<file path="src/rtl/pwm_dac_pkg.sv">
// pwm_dac_pkg: shared types and helpers for the PWM audio DAC.
//
// Contents:
//   pwm_dir_t          counter direction state (used by the centre-aligned build)
//   CENTER_ALIGNED     1 when PWM_DAC_CENTER_ALIGNED_EN is defined, else 0
//   pwm_period_len(n)  PWM period in enabled clock cycles for an n-bit counter
//
// Build option: PWM_DAC_CENTER_ALIGNED_EN selects an up/down (centre-aligned)
// counter. When it is undefined the counter is a plain edge-aligned up counter.

package pwm_dac_pkg;

    typedef enum logic {
        COUNT_UP   = 1'b0,
        COUNT_DOWN = 1'b1
    } pwm_dir_t;

`ifdef PWM_DAC_CENTER_ALIGNED_EN
    localparam bit CENTER_ALIGNED = 1'b1;
`else
    localparam bit CENTER_ALIGNED = 1'b0;
`endif

    // Up 0..2^n-1 then down 2^n-2..1 in centre-aligned mode; plain 2^n otherwise.
    function automatic int unsigned pwm_period_len(input int unsigned n);
        int unsigned full_s;
        full_s = 32'd1 << n;
        if (CENTER_ALIGNED) begin
            return (full_s << 1) - 32'd2;
        end else begin
            return full_s;
        end
    endfunction

endpackage

</file>
<file path="src/rtl/pwm_period_counter.sv">
// pwm_period_counter: PWM frame counter for pwm_dac.
//
// Ports:
//   clk   in   system clock, all state on posedge
//   rst   in   asynchronous active-low reset
//   ena   in   advances the counter; the counter holds while low
//   cnt   out  current counter value (registered)
//   wrap  out  frame-boundary strobe: high on the enabled cycle whose edge
//              starts the next period
//
// Build option PWM_DAC_CENTER_ALIGNED_EN: counter runs 0..2^N-1 up, then
// 2^N-2..1 down, with the direction kept in a one-bit state register; wrap
// fires on the down-count value 1. Without the macro it is a wrapping up
// counter and wrap fires at 2^N-1.

module pwm_period_counter
    import pwm_dac_pkg::*;
#(
    parameter int N = 8
)
(
    input  logic         clk,
    input  logic         rst,
    input  logic         ena,
    output logic [N-1:0] cnt,
    output logic         wrap
);

    localparam logic [N-1:0] CNT_MAX  = {N{1'b1}};
    localparam logic [N-1:0] CNT_ZERO = {N{1'b0}};
    localparam logic [N-1:0] CNT_ONE  = {{(N-1){1'b0}}, 1'b1};

    logic [N-1:0] cnt_q;
    logic [N-1:0] cnt_d;

`ifdef PWM_DAC_CENTER_ALIGNED_EN
    pwm_dir_t dir_q;
    pwm_dir_t dir_d;

    // Next count and direction: turn around at the top, restart from 0 after 1.
    always_comb begin
        cnt_d = cnt_q;
        dir_d = dir_q;
        if (ena) begin
            case (dir_q)
                COUNT_UP: begin
                    if (cnt_q == CNT_MAX) begin
                        dir_d = COUNT_DOWN;
                        cnt_d = cnt_q - CNT_ONE;
                    end else begin
                        cnt_d = cnt_q + CNT_ONE;
                    end
                end
                COUNT_DOWN: begin
                    if (cnt_q == CNT_ONE) begin
                        dir_d = COUNT_UP;
                        cnt_d = CNT_ZERO;
                    end else begin
                        cnt_d = cnt_q - CNT_ONE;
                    end
                end
                default: begin
                    dir_d = COUNT_UP;
                    cnt_d = CNT_ZERO;
                end
            endcase
        end else begin
            cnt_d = cnt_q;
            dir_d = dir_q;
        end
    end

    // Counter and direction state registers.
    always_ff @(posedge clk or negedge rst) begin
        if (!rst) begin
            cnt_q <= CNT_ZERO;
            dir_q <= COUNT_UP;
        end else begin
            cnt_q <= cnt_d;
            dir_q <= dir_d;
        end
    end

    assign wrap = ena && (dir_q == COUNT_DOWN) && (cnt_q == CNT_ONE);
`else
    // Next count: free-running up counter that wraps naturally at 2^N.
    always_comb begin
        cnt_d = cnt_q;
        if (ena) begin
            cnt_d = cnt_q + CNT_ONE;
        end else begin
            cnt_d = cnt_q;
        end
    end

    // Counter state register.
    always_ff @(posedge clk or negedge rst) begin
        if (!rst) begin
            cnt_q <= CNT_ZERO;
        end else begin
            cnt_q <= cnt_d;
        end
    end

    assign wrap = ena && (cnt_q == CNT_MAX);
`endif

    assign cnt = cnt_q;

endmodule

</file>
<file path="src/rtl/pwm_dac.sv">
// pwm_dac: consumes N-bit unsigned samples over valid/ready and plays them
// out as a 1-bit PWM signal, one sample per PWM period.
//
// Ports:
//   clk           in   system clock, all state on posedge
//   rst           in   asynchronous active-low reset
//   ena           in   advances the PWM; counter and pwm_out freeze while low
//   sample_in     in   unsigned sample, duty = sample_in / 2^N
//   sample_valid  in   sample_in carries a sample
//   sample_ready  out  a sample can be taken this cycle
//   underrun_clr  in   clears the sticky underrun flag
//   pwm_out       out  registered PWM bit
//   period_start  out  registered one-cycle pulse with the first bit of a period
//   underrun      out  sticky: a period boundary found no sample waiting
//
// A one-deep pending register absorbs samples between frame boundaries; the
// duty register only reloads at a boundary, so a period is never split.
// Build option PWM_DAC_CENTER_ALIGNED_EN switches pwm_period_counter to
// centre-aligned counting; this file is identical in both builds.

module pwm_dac
    import pwm_dac_pkg::*;
#(
    parameter int N = 8
)
(
    input  logic         clk,
    input  logic         rst,
    input  logic         ena,
    input  logic [N-1:0] sample_in,
    input  logic         sample_valid,
    output logic         sample_ready,
    input  logic         underrun_clr,
    output logic         pwm_out,
    output logic         period_start,
    output logic         underrun
);

    localparam logic [N-1:0] ZERO_N = {N{1'b0}};

    logic [N-1:0] cnt_s;
    logic         wrap_s;
    logic         xfer_s;

    logic [N-1:0] duty_q,         duty_d;
    logic [N-1:0] pending_q,      pending_d;
    logic         pending_full_q, pending_full_d;
    logic         pwm_q,          pwm_d;
    logic         period_start_q, period_start_d;
    logic         underrun_q,     underrun_d;

    pwm_period_counter #(
        .N (N)
    ) u_counter (
        .clk  (clk),
        .rst  (rst),
        .ena  (ena),
        .cnt  (cnt_s),
        .wrap (wrap_s)
    );

    // While a sample is pending, the generator is held off; that includes the
    // boundary cycle that drains pending, so refill starts one cycle later.
    assign sample_ready = ~pending_full_q;
    assign xfer_s       = sample_valid && !pending_full_q;

    // Sample path: fill pending off-boundary; at a boundary load duty from
    // pending, or straight from the input when pending is empty (bypass).
    always_comb begin
        duty_d         = duty_q;
        pending_d      = pending_q;
        pending_full_d = pending_full_q;
        if (wrap_s) begin
            if (pending_full_q) begin
                duty_d         = pending_q;
                pending_full_d = 1'b0;
            end else if (xfer_s) begin
                duty_d = sample_in;
            end else begin
                duty_d = duty_q;
            end
        end else if (xfer_s) begin
            pending_d      = sample_in;
            pending_full_d = 1'b1;
        end else begin
            pending_full_d = pending_full_q;
        end
    end

    // Underrun flag: a starved boundary sets it and beats a same-cycle clear.
    always_comb begin
        underrun_d = underrun_q;
        if (wrap_s && !pending_full_q && !xfer_s) begin
            underrun_d = 1'b1;
        end else if (underrun_clr) begin
            underrun_d = 1'b0;
        end else begin
            underrun_d = underrun_q;
        end
    end

    // Compare stage: uses the pre-edge count, so pwm_out lags cnt by a cycle.
    always_comb begin
        pwm_d          = pwm_q;
        period_start_d = 1'b0;
        if (ena) begin
            pwm_d          = (cnt_s < duty_q);
            period_start_d = (cnt_s == ZERO_N);
        end else begin
            pwm_d          = pwm_q;
            period_start_d = 1'b0;
        end
    end

    // Datapath and output registers.
    always_ff @(posedge clk or negedge rst) begin
        if (!rst) begin
            duty_q         <= ZERO_N;
            pending_q      <= ZERO_N;
            pending_full_q <= 1'b0;
            pwm_q          <= 1'b0;
            period_start_q <= 1'b0;
            underrun_q     <= 1'b0;
        end else begin
            duty_q         <= duty_d;
            pending_q      <= pending_d;
            pending_full_q <= pending_full_d;
            pwm_q          <= pwm_d;
            period_start_q <= period_start_d;
            underrun_q     <= underrun_d;
        end
    end

    assign pwm_out      = pwm_q;
    assign period_start = period_start_q;
    assign underrun     = underrun_q;

endmodule

</file>
<file path="config.mk">
export PLATFORM = sky130hd
export DESIGN_NAME = pwm_dac
export DESIGN_NICKNAME = d
export VERILOG_FILES = /design/src/rtl/pwm_dac_pkg.sv /design/src/rtl/pwm_period_counter.sv /design/src/rtl/pwm_dac.sv
export SDC_FILE = /design/constraint.sdc
export NUM_CORES = 1
export LEC_CHECK = 0
export CAP_MARGIN = 20
export CORE_MARGIN = 2
export CORE_UTILIZATION = 39
export CTS_CLUSTER_DIAMETER = 80
export CTS_CLUSTER_SIZE = 16
export DETAILED_ROUTE_END_ITERATION = 10
export GPL_TIMING_DRIVEN = 1
export SLEW_MARGIN = 20
export SYNTH_ARGS = -nofsm -noshare
export SYNTH_HDL_FRONTEND = slang
export SYNTH_HIERARCHICAL = 1
export SYNTH_SLANG_ARGS = --single-unit
</file>
<file path="constraint.sdc">
create_clock -name clk -period 2 [get_ports clk]
set_input_delay 0.2 -clock clk [delete_from_list [all_inputs] [get_ports clk]]
set_output_delay 0.2 -clock clk [all_outputs]
set_load 0.02 [all_outputs]
</file>
==> Word-level counts from Yosys, hierarchy flattened <==
Cells that the tools add are included.
{ "totals": {"register_bits": 28, "inputBits": 13, "out_inout_bits": 4, "word_cells": 31} }
{ "classes": {"addsub": 1, "magnitude_cmp": 1, "eq_ne": 1, "muxes": 7, "bitwise_logic": 2, "n_reduce_logical": 12} }
{ "op_table": {"columns": ["operator", "n"], "rows": [
  ["2-to-1 mux 8 bit", 2],
  ["adder 8 x 1 -> 8 bit (second input constant)", 1],
  ["== test 8 bit (second input constant)", 1],
  ["zero test 8 bit", 1],
  ["< comparator 8 bit", 1],
  ["nonzero test 2 bit", 3],
  ["2-to-1 mux 1 bit", 5],
  ["logical AND 1 bit", 4],
  ["AND reduction 2 bit", 2],
  ["zero test 1 bit", 2],
  ["NOT 1 bit", 2]
]} }

==> Longest topological paths before layout <==
Gate-level depths: netlist of the first run.
{ "depth": {"word_depth": 5, "mapped_depth": 6, "depth_no_buf": 6} }

==> Modules after synthesis <==
The synthesis of the first run kept the hierarchy.
{ "modules_own_cells": {"columns": ["mod", "n_inst", "cells_each", "area_each_um2", "seq_area_each_um2"], "rows": [
  ["pwm_dac", 1, 91, 1053.5, 500.5],
  ["pwm_period_counter", 1, 30, 359.1, 200.2]
]} }

==> Worst setup path before layout of the first run <==
Ideal clock, no wire load.
{ "synth_path": {"path_type": "reg2reg", "start": "register u_counter.cnt_q[0] (netlist: u_counter/cnt[0])", "end": "register duty_q[5]", "arrival_time_ns": 1.724, "required_time_ns": 1.879, "path_slack_ns": 0.155, "stages_incl_launch_ff": 6, "path_buffers": 0, "path_cell_list": "dfrtp_1 ha_1 nand4_2 nor3_1 o21ai_0 a22o_1"} }
{ "synth_between": {"elab_chain_len": 3} }
{ "synth_lines": {"columns": ["item", "line", "rtl"], "rows": [
  ["from (decl)", "pwm_period_counter.sv:33", "logic [N-1:0] cnt_q;"],
  ["from (signal assigned)", "pwm_period_counter.sv:101", "cnt_q <= cnt_d;"],
  ["== test 8 bit", "pwm_period_counter.sv:105", "assign wrap = ena && (cnt_q == CNT_MAX);"],
  ["logical AND 1 bit", "pwm_period_counter.sv:105", null],
  ["via wrap_s", "pwm_dac.sv:42", "logic wrap_s;"],
  ["AND reduction 2 bit (no line)", null, null],
  ["to (signal assigned)", "pwm_dac.sv:125", "duty_q <= duty_d;"],
  ["to (decl)", "pwm_dac.sv:45", "logic [N-1:0] duty_q, duty_d;"]
]} }
The timed path passes the listed nets, and every way through them passes these cells.
A chain may end at the register's enable or synchronous reset.

==> Worst setup path in the final report of the first run <==
{ "layout_path": {"start": "register pending_full_q", "end": "output sample_ready"} }
{ "layout_between": {"elab_chain_len": 1} }
{ "layout_lines": {"columns": ["item", "line", "rtl"], "rows": [
  ["from (decl)", "pwm_dac.sv:47", "logic pending_full_q, pending_full_d;"],
  ["from (signal assigned)", "pwm_dac.sv:127", "pending_full_q <= pending_full_d;"],
  ["NOT 1 bit", "pwm_dac.sv:64", "assign sample_ready = ~pending_full_q;"],
  ["to (decl)", "pwm_dac.sv:32", "output logic sample_ready,"]
]} }
No other way between the ends.

==> summary.txt, run 1 <==
outcome -> finished clean
die height -> 64.2 microns
EDFF count, synth -> 0
end of the critical path -> sample_ready
weighted congestion reported at the end of routability-driven placement -> 0.818
number of clock buffers inserted by TritonCTS -> 3
count of input and output buffers -> 16
number of cells traversed by the worst register-to-register path -> 6
total length of routed wires -> 2620 microns
start point of the critical path -> pending_full_q
via density per instance -> 5.34
I/O pin cnt -> 17
cts-stage hold buffer count -> 0
power density over cell area -> 846 nW/um^2
f_max -> 531 MHz
Final Max Slew Viols -> 0
slew at the pin closest to its max-slew limit -> 0.325 ns
Layout Area Growth over Synthesis -> 18.6%
H-tree levels -> 1
remaining design rule violation count -> 0
TritonCTS clock tree -> built
clock sink count -> 28
Final min period -> 1.88 ns
worst clock skew -> 0.00449 ns
worst slew margin relative to its limit -> 0.778
RSZ-0062 raised after global routing -> no
Setup crit end kind -> primary output
multi-input logic area -> 648 sq um
first drt pass iteration count -> 4
critical register-to-register path endpoint -> pending_q[2]
number of diodes added for antenna fixing -> 0
Worst Path Class, Setup -> flip-flop to primary output
Data required, critical path -> 1.80 ns
peak supply drop -> 0.398 mV
buffer levels on the longest clock path -> 2
library cell used as clock root buffer -> sky130_fd_sc_hd__clkbuf_4
reg-to-reg setup timing slack -> 0.21 ns
routed length per placed instance -> 13.8 microns
total nets after synthesis -> 142
Total Routing Usage GR -> 0.141
path category of the worst min-delay check -> primary input to async pin
final-layout setup total negative slack -> 0 ns
instance count of the mapped netlist -> 121
number of nets in the layout -> 166
first-pass GRT wire length -> 4610 microns
clock-pin slew on the worst setup and hold paths -> 0.14 ns
buffers inserted during post-CTS setup optimization -> 0
number of gates resized after cts -> 0
Starting Density -> 0.414
leakage power summed over all cells -> 0.730 nW
category of the worst setup path launch point -> flip-flop
antenna violations before repair -> 0
Core Rows -> 21
Filler Cell Count -> 327
predominant post-synthesis flop cell -> sky130_fd_sc_hd__dfrtp_1
number of nets with antenna violations after routing -> 0
layout cells sized above 1 -> 0.161
maximum fanout along the worst path -> 8
core region area -> 3420 sq um
number of hold violations in the final report -> 0
average cell area after synthesis -> 11.7 sq um
overall die area -> 4120 sq um
Worst-Skew Late Latency -> 0.32 ns
share of the yosys chip area belonging to registers -> 0.496
startpoint of the worst register-to-register path -> u_counter/cnt[0]
area of all sequential standard cells -> 701 sq um
setup violation total in the final timing report -> 0
asr flop ratio synth -> 1.00
via count -> 1010
GRT Residual Overflow -> 0
overall power after layout -> 1.42 mW
cell area after synthesis -> 1410 sq um
Die Span X -> 64.2 microns
Final HPWL DP -> 1950 microns
Max-Cap Viols -> 0
arrival time of data at the critical path endpoint -> 1.68 ns
#FFs+latches synth -> 28
number of global-route vias before repair -> 1049
share of the cycle needed by the critical path after routing -> 0.942
Synth cell types -> 32
first-iteration detailed-routing DRC count -> 54
Yosys warnings -> 6
pin count of the biggest net entering global routing -> 29
-- cells by family after synthesis --
family,count (synthesis),synth area share
mux,9,0.0930
buf+inv,14,0.0452
fa+ha+maj,8,0.0709
simple gates,24,0.105
compound gates,31,0.146
xor+xnor,7,0.0434
flops,28,0.496
-- Yosys cell counts, drive strengths merged (3+ instances only) --
cell type / n / share of area
o22ai: 10 / 0.044
ha: 8 / 0.071
xor2: 3 / 0.019
nor2: 4 / 0.012
xnor2: 4 / 0.025
nand2: 6 / 0.016
a21oi: 6 / 0.021
inv: 11 / 0.029
o21ai: 3 / 0.011
a22o: 6 / 0.037
dfrtp: 28 / 0.50
mux2: 9 / 0.093
nand3: 3 / 0.011
-- layer usage --
| layer | vias up | part of all wire | GRT usage | routed length, microns |
|---|---|---|---|---|
| met4 | 0 | 0.0050 | 0.0532 | 13 |
| met3 | 2 | 0.049 | 0.0229 | 127 |
| met5 | - | 0 | 0 | 0 |
| met2 | 35 | 0.48 | 0.237 | 1260 |
| met1 | 490 | 0.47 | 0.181 | 1220 |
| li1 | 483 | - | - | - |
-- state kept, by name, indices dropped and copies added, names as in the netlist --
register        cells
u_counter/cnt       8
pwm_out             1
underrun            1
duty_q              8
period_start        1
pending_full_q      1
pending_q           8
-- final cells by class --
type                       instances  share of cell area
multi-input combinational         79               0.387
inverter                          11              0.0246
tap                               46              0.0344
sequential                        28               0.418
timing repair buffer              22               0.122
clock buffer                       3              0.0134
-- critical path, cell delays in order (launching register included) --
cell,delay [ns]
sky130_fd_sc_hd__dfrtp_1,0.51
sky130_fd_sc_hd__inv_1,0.22
sky130_fd_sc_hd__clkdlybuf4s50_1,0.65
-- per-stage QoR --
| step | instance area, sq um | setup slack, ns | util | std cells | hold slack (ns) |
|---|---|---|---|---|---|
| 2_1_floorplan | 1410 | 0.155 | - | 121 | -0.0956 |
| 3_3_place_gp | 1650 | 0.146 | 0.484 | 186 | 0.497 |
| 3_5_place_dp | 1650 | 0.142 | 0.484 | 186 | 0.495 |
| 4_1_cts | 1680 | 0.119 | 0.490 | 189 | 0.246 |
| 5_1_grt | 1680 | 0.0322 | 0.490 | 189 | 0.271 |
| 6_report | 1680 | 0.117 | 0.490 | 189 | 0.242 |
-- cell usage in the layout, fill, tap and decap left out, types with 4 or more instances in the layout --
cell,count
sky130_fd_sc_hd__a21oi_1,6
sky130_fd_sc_hd__inv_1,11
sky130_fd_sc_hd__nand2_1,6
sky130_fd_sc_hd__buf_4,6
sky130_fd_sc_hd__a22o_1,6
sky130_fd_sc_hd__mux2_4,8
sky130_fd_sc_hd__ha_1,8
sky130_fd_sc_hd__o22ai_1,10
sky130_fd_sc_hd__xnor2_1,4
sky130_fd_sc_hd__clkdlybuf4s50_1,16
sky130_fd_sc_hd__dfrtp_1,28
-- power breakdown --
part | leakage [nW] | total [mW] | internal [mW] | switching, mW
Combinational | 0.360 | 0.425 | 0.241 | 0.184
Clock | 0.0138 | 0.223 | 0.0705 | 0.152
Sequential | 0.356 | 0.769 | 0.655 | 0.114
-- worst min-delay path by stage --
| stage | to | startpoint | cells after the start | slack [ns] |
|---|---|---|---|---|
| floorplan | duty_q[0] | rst | 0 | -0.1 |
| global placement | duty_q[5] | duty_q[5] | 1 | 0.50 |
| detailed placement | duty_q[6] | duty_q[6] | 1 | 0.49 |
| CTS | period_start | rst | 2 | 0.25 |
| global route | u_counter/cnt[7] | rst | 2 | 0.27 |
| finish | period_start | rst | 2 | 0.24 |
Power figures use the tool's default switching activity.
==> inputs of run 2 (changes only) <==
--- a/config.mk
+++ b/config.mk
@@ -12,6 +12,7 @@
 export CTS_CLUSTER_SIZE = 16
 export DETAILED_ROUTE_END_ITERATION = 10
 export GPL_TIMING_DRIVEN = 1
+export PLACE_DENSITY = 0.56
 export SLEW_MARGIN = 20
 export SYNTH_ARGS = -nofsm -noshare
 export SYNTH_HDL_FRONTEND = slang
==> summary.txt, run 2 (synthesized netlist as in run 1, its figures left out) <==
outcome -> finished clean (unchanged)
utilization of the core after routing -> 0.490 (unchanged)
GRT Residual Overflow -> 0 (unchanged)
buffer levels on the longest clock path -> 2 (unchanged)
H-tree levels -> 1 (unchanged)
number of gates resized after cts -> 0 (unchanged)
arrival time of data at the critical path endpoint -> 1.72 ns (was 1.68 ns)
critical register-to-register path endpoint -> pending_q[1] (was pending_q[2])
die height -> 64.2 microns (unchanged)
RSZ-0062 raised after global routing -> no (unchanged)
via density per instance -> 5.12 (was 5.34)
slew at the pin closest to its max-slew limit -> 0.414 ns (was 0.325 ns)
first-pass GRT wire length -> 4680 microns (was 4610 microns)
leakage power summed over all cells -> 0.730 nW (unchanged)
Final Max Slew Viols -> 0 (unchanged)
Total Routing Usage GR -> 0.144 (was 0.141)
final-layout setup total negative slack -> 0 ns (unchanged)
Max-Cap Viols -> 0 (unchanged)
start point of the critical path -> pending_full_q (unchanged)
minimum hold slack -> 0.237 ns (was 0.242 ns)
number of cells traversed by the worst register-to-register path -> 6 (unchanged)
overall die area -> 4120 sq um (unchanged)
Worst-Skew Late Latency -> 0.33 ns (was 0.32 ns)
Setup crit end kind -> primary output (unchanged)
overall power after layout -> 1.42 mW (about the same)
Layout Area Growth over Synthesis -> 18.6% (unchanged)
number of nets with antenna violations after routing -> 0 (unchanged)
buffers inserted during post-CTS setup optimization -> 0 (unchanged)
cts-stage hold buffer count -> 0 (unchanged)
share of the cycle needed by the critical path after routing -> 0.960 (was 0.942)
Final min period -> 1.92 ns (was 1.88 ns)
total cell area at the placement stage -> 1650 sq um (unchanged)
leading cell type in the layout, fill and taps excluded -> sky130_fd_sc_hd__dfrtp_1 (unchanged)
first drt pass iteration count -> 4 (unchanged)
first-iteration detailed-routing DRC count -> 40 (was 54)
setup violation total in the final timing report -> 0 (unchanged)
path category of the worst min-delay check -> primary input to async pin (unchanged)
routed length per placed instance -> 14.3 microns (was 13.8 microns)
clock-pin slew on the worst setup and hold paths -> 0.15 ns (was 0.14 ns)
total length of routed wires -> 2710 microns (was 2620 microns)
remaining design rule violation count -> 0 (unchanged)
Worst Path Class, Setup -> flip-flop to primary output (unchanged)
number of global-route vias before repair -> 1031 (was 1049)
Starting Density -> 0.414 (unchanged)
count of input and output buffers -> 16 (unchanged)
number of clock buffers inserted by TritonCTS -> 3 (unchanged)
leading cell types in the layout, fill and taps excluded -> 28 x sky130_fd_sc_hd__dfrtp_1, 16 x sky130_fd_sc_hd__clkdlybuf4s50_1, 11 x sky130_fd_sc_hd__inv_1, 10 x sky130_fd_sc_hd__o22ai_1 (unchanged)
final design instance area without fill -> 1680 sq um (unchanged)
weighted congestion reported at the end of routability-driven placement -> 0.748 (was 0.818)
Data required, critical path -> 1.80 ns (about the same)
Filler Cell Count -> 322 (was 327)
via count -> 967 (was 1010)
number of hold violations in the final report -> 0 (unchanged)
pin count of the biggest net entering global routing -> 29 (unchanged)
maximum fanout along the worst path -> 8 (unchanged)
peak supply drop -> 0.287 mV (was 0.398 mV)
Die Span X -> 64.2 microns (unchanged)
worst clock skew -> 0.00732 ns (was 0.00449 ns)
antenna violations before repair -> 0 (unchanged)
layout cells sized above 1 -> 0.161 (unchanged)
TritonCTS clock tree -> built (unchanged)
power density over cell area -> 850 nW/um^2 (was 846 nW/um^2)
f_max -> 521 MHz (was 531 MHz)
worst slew margin relative to its limit -> 0.717 (was 0.778)
Final HPWL DP -> 1970 microns (was 1950 microns)
I/O pin cnt -> 17 (unchanged)
number of nets in the layout -> 166 (unchanged)
library cell used as clock root buffer -> sky130_fd_sc_hd__clkbuf_4 (unchanged)
Core Rows -> 21 (unchanged)
category of the worst setup path launch point -> flip-flop (unchanged)
startpoint of the worst register-to-register path -> u_counter/cnt[0] (unchanged)
core region area -> 3420 sq um (unchanged)
number of diodes added for antenna fixing -> 0 (unchanged)
clock sink count -> 28 (unchanged)
reg-to-reg setup timing slack -> 0.20 ns (was 0.21 ns)
run 2: worst max-delay path: stages, from the launching register on:
cell	delay (ns)
sky130_fd_sc_hd__dfrtp_1	0.52
sky130_fd_sc_hd__inv_1	0.23
sky130_fd_sc_hd__clkdlybuf4s50_1	0.64
run 2: worst max-delay path by stage:
stage,end,depth (start not counted)
CTS,sample_ready,2
finish,sample_ready,2
floorplan,duty_q[5],5
global placement,pending_q[2],6
global route,sample_ready,2
detailed placement,duty_q[5],6
run 2: metrics by stage:
step | instances | setup slack, ns
2_1_floorplan | 121 | 0.155
3_3_place_gp | 186 | 0.0949
3_5_place_dp | 186 | 0.115
4_1_cts | 189 | 0.0800
5_1_grt | 189 | 0.0110
6_report | 189 | 0.0796
run 2: power breakdown:
part	leakage [nW]	internal (mW)	total [mW]	switching, mW
Clock	0.0138	0.0707	0.235	0.164
Combinational	0.360	0.239	0.420	0.181
Sequential	0.356	0.655	0.769	0.114
run 2: final cells by class:
type                       instances  area, sq um  share of cell area
sequential                        28          701               0.418
multi-input combinational         79          648               0.387
timing repair buffer              22          205               0.122
tap                               46         57.6              0.0344
inverter                          11         41.3              0.0246
clock buffer                       3         22.5              0.0134
run 2: layer usage:
layer | global-route usage | vias to the layer above | routed length (microns)
li1 | - | 485 | -
met1 | 0.179 | 468 | 1280
met3 | 0.0246 | 2 | 90
met4 | 0.0559 | 0 | 15
met5 | 0 | - | 0
met2 | 0.247 | 12 | 1320
==> inputs of run 3 (changes only) <==
--- a/config.mk
+++ b/config.mk
@@ -5,7 +5,6 @@
 export SDC_FILE = /design/constraint.sdc
 export NUM_CORES = 1
 export LEC_CHECK = 0
-export CAP_MARGIN = 20
 export CORE_MARGIN = 2
 export CORE_UTILIZATION = 39
 export CTS_CLUSTER_DIAMETER = 80
@@ -13,7 +12,6 @@
 export DETAILED_ROUTE_END_ITERATION = 10
 export GPL_TIMING_DRIVEN = 1
 export PLACE_DENSITY = 0.56
-export SLEW_MARGIN = 20
 export SYNTH_ARGS = -nofsm -noshare
 export SYNTH_HDL_FRONTEND = slang
 export SYNTH_HIERARCHICAL = 1
==> results of run 3 <==
Final layout, timing and power as in run 2 (identical DEF).
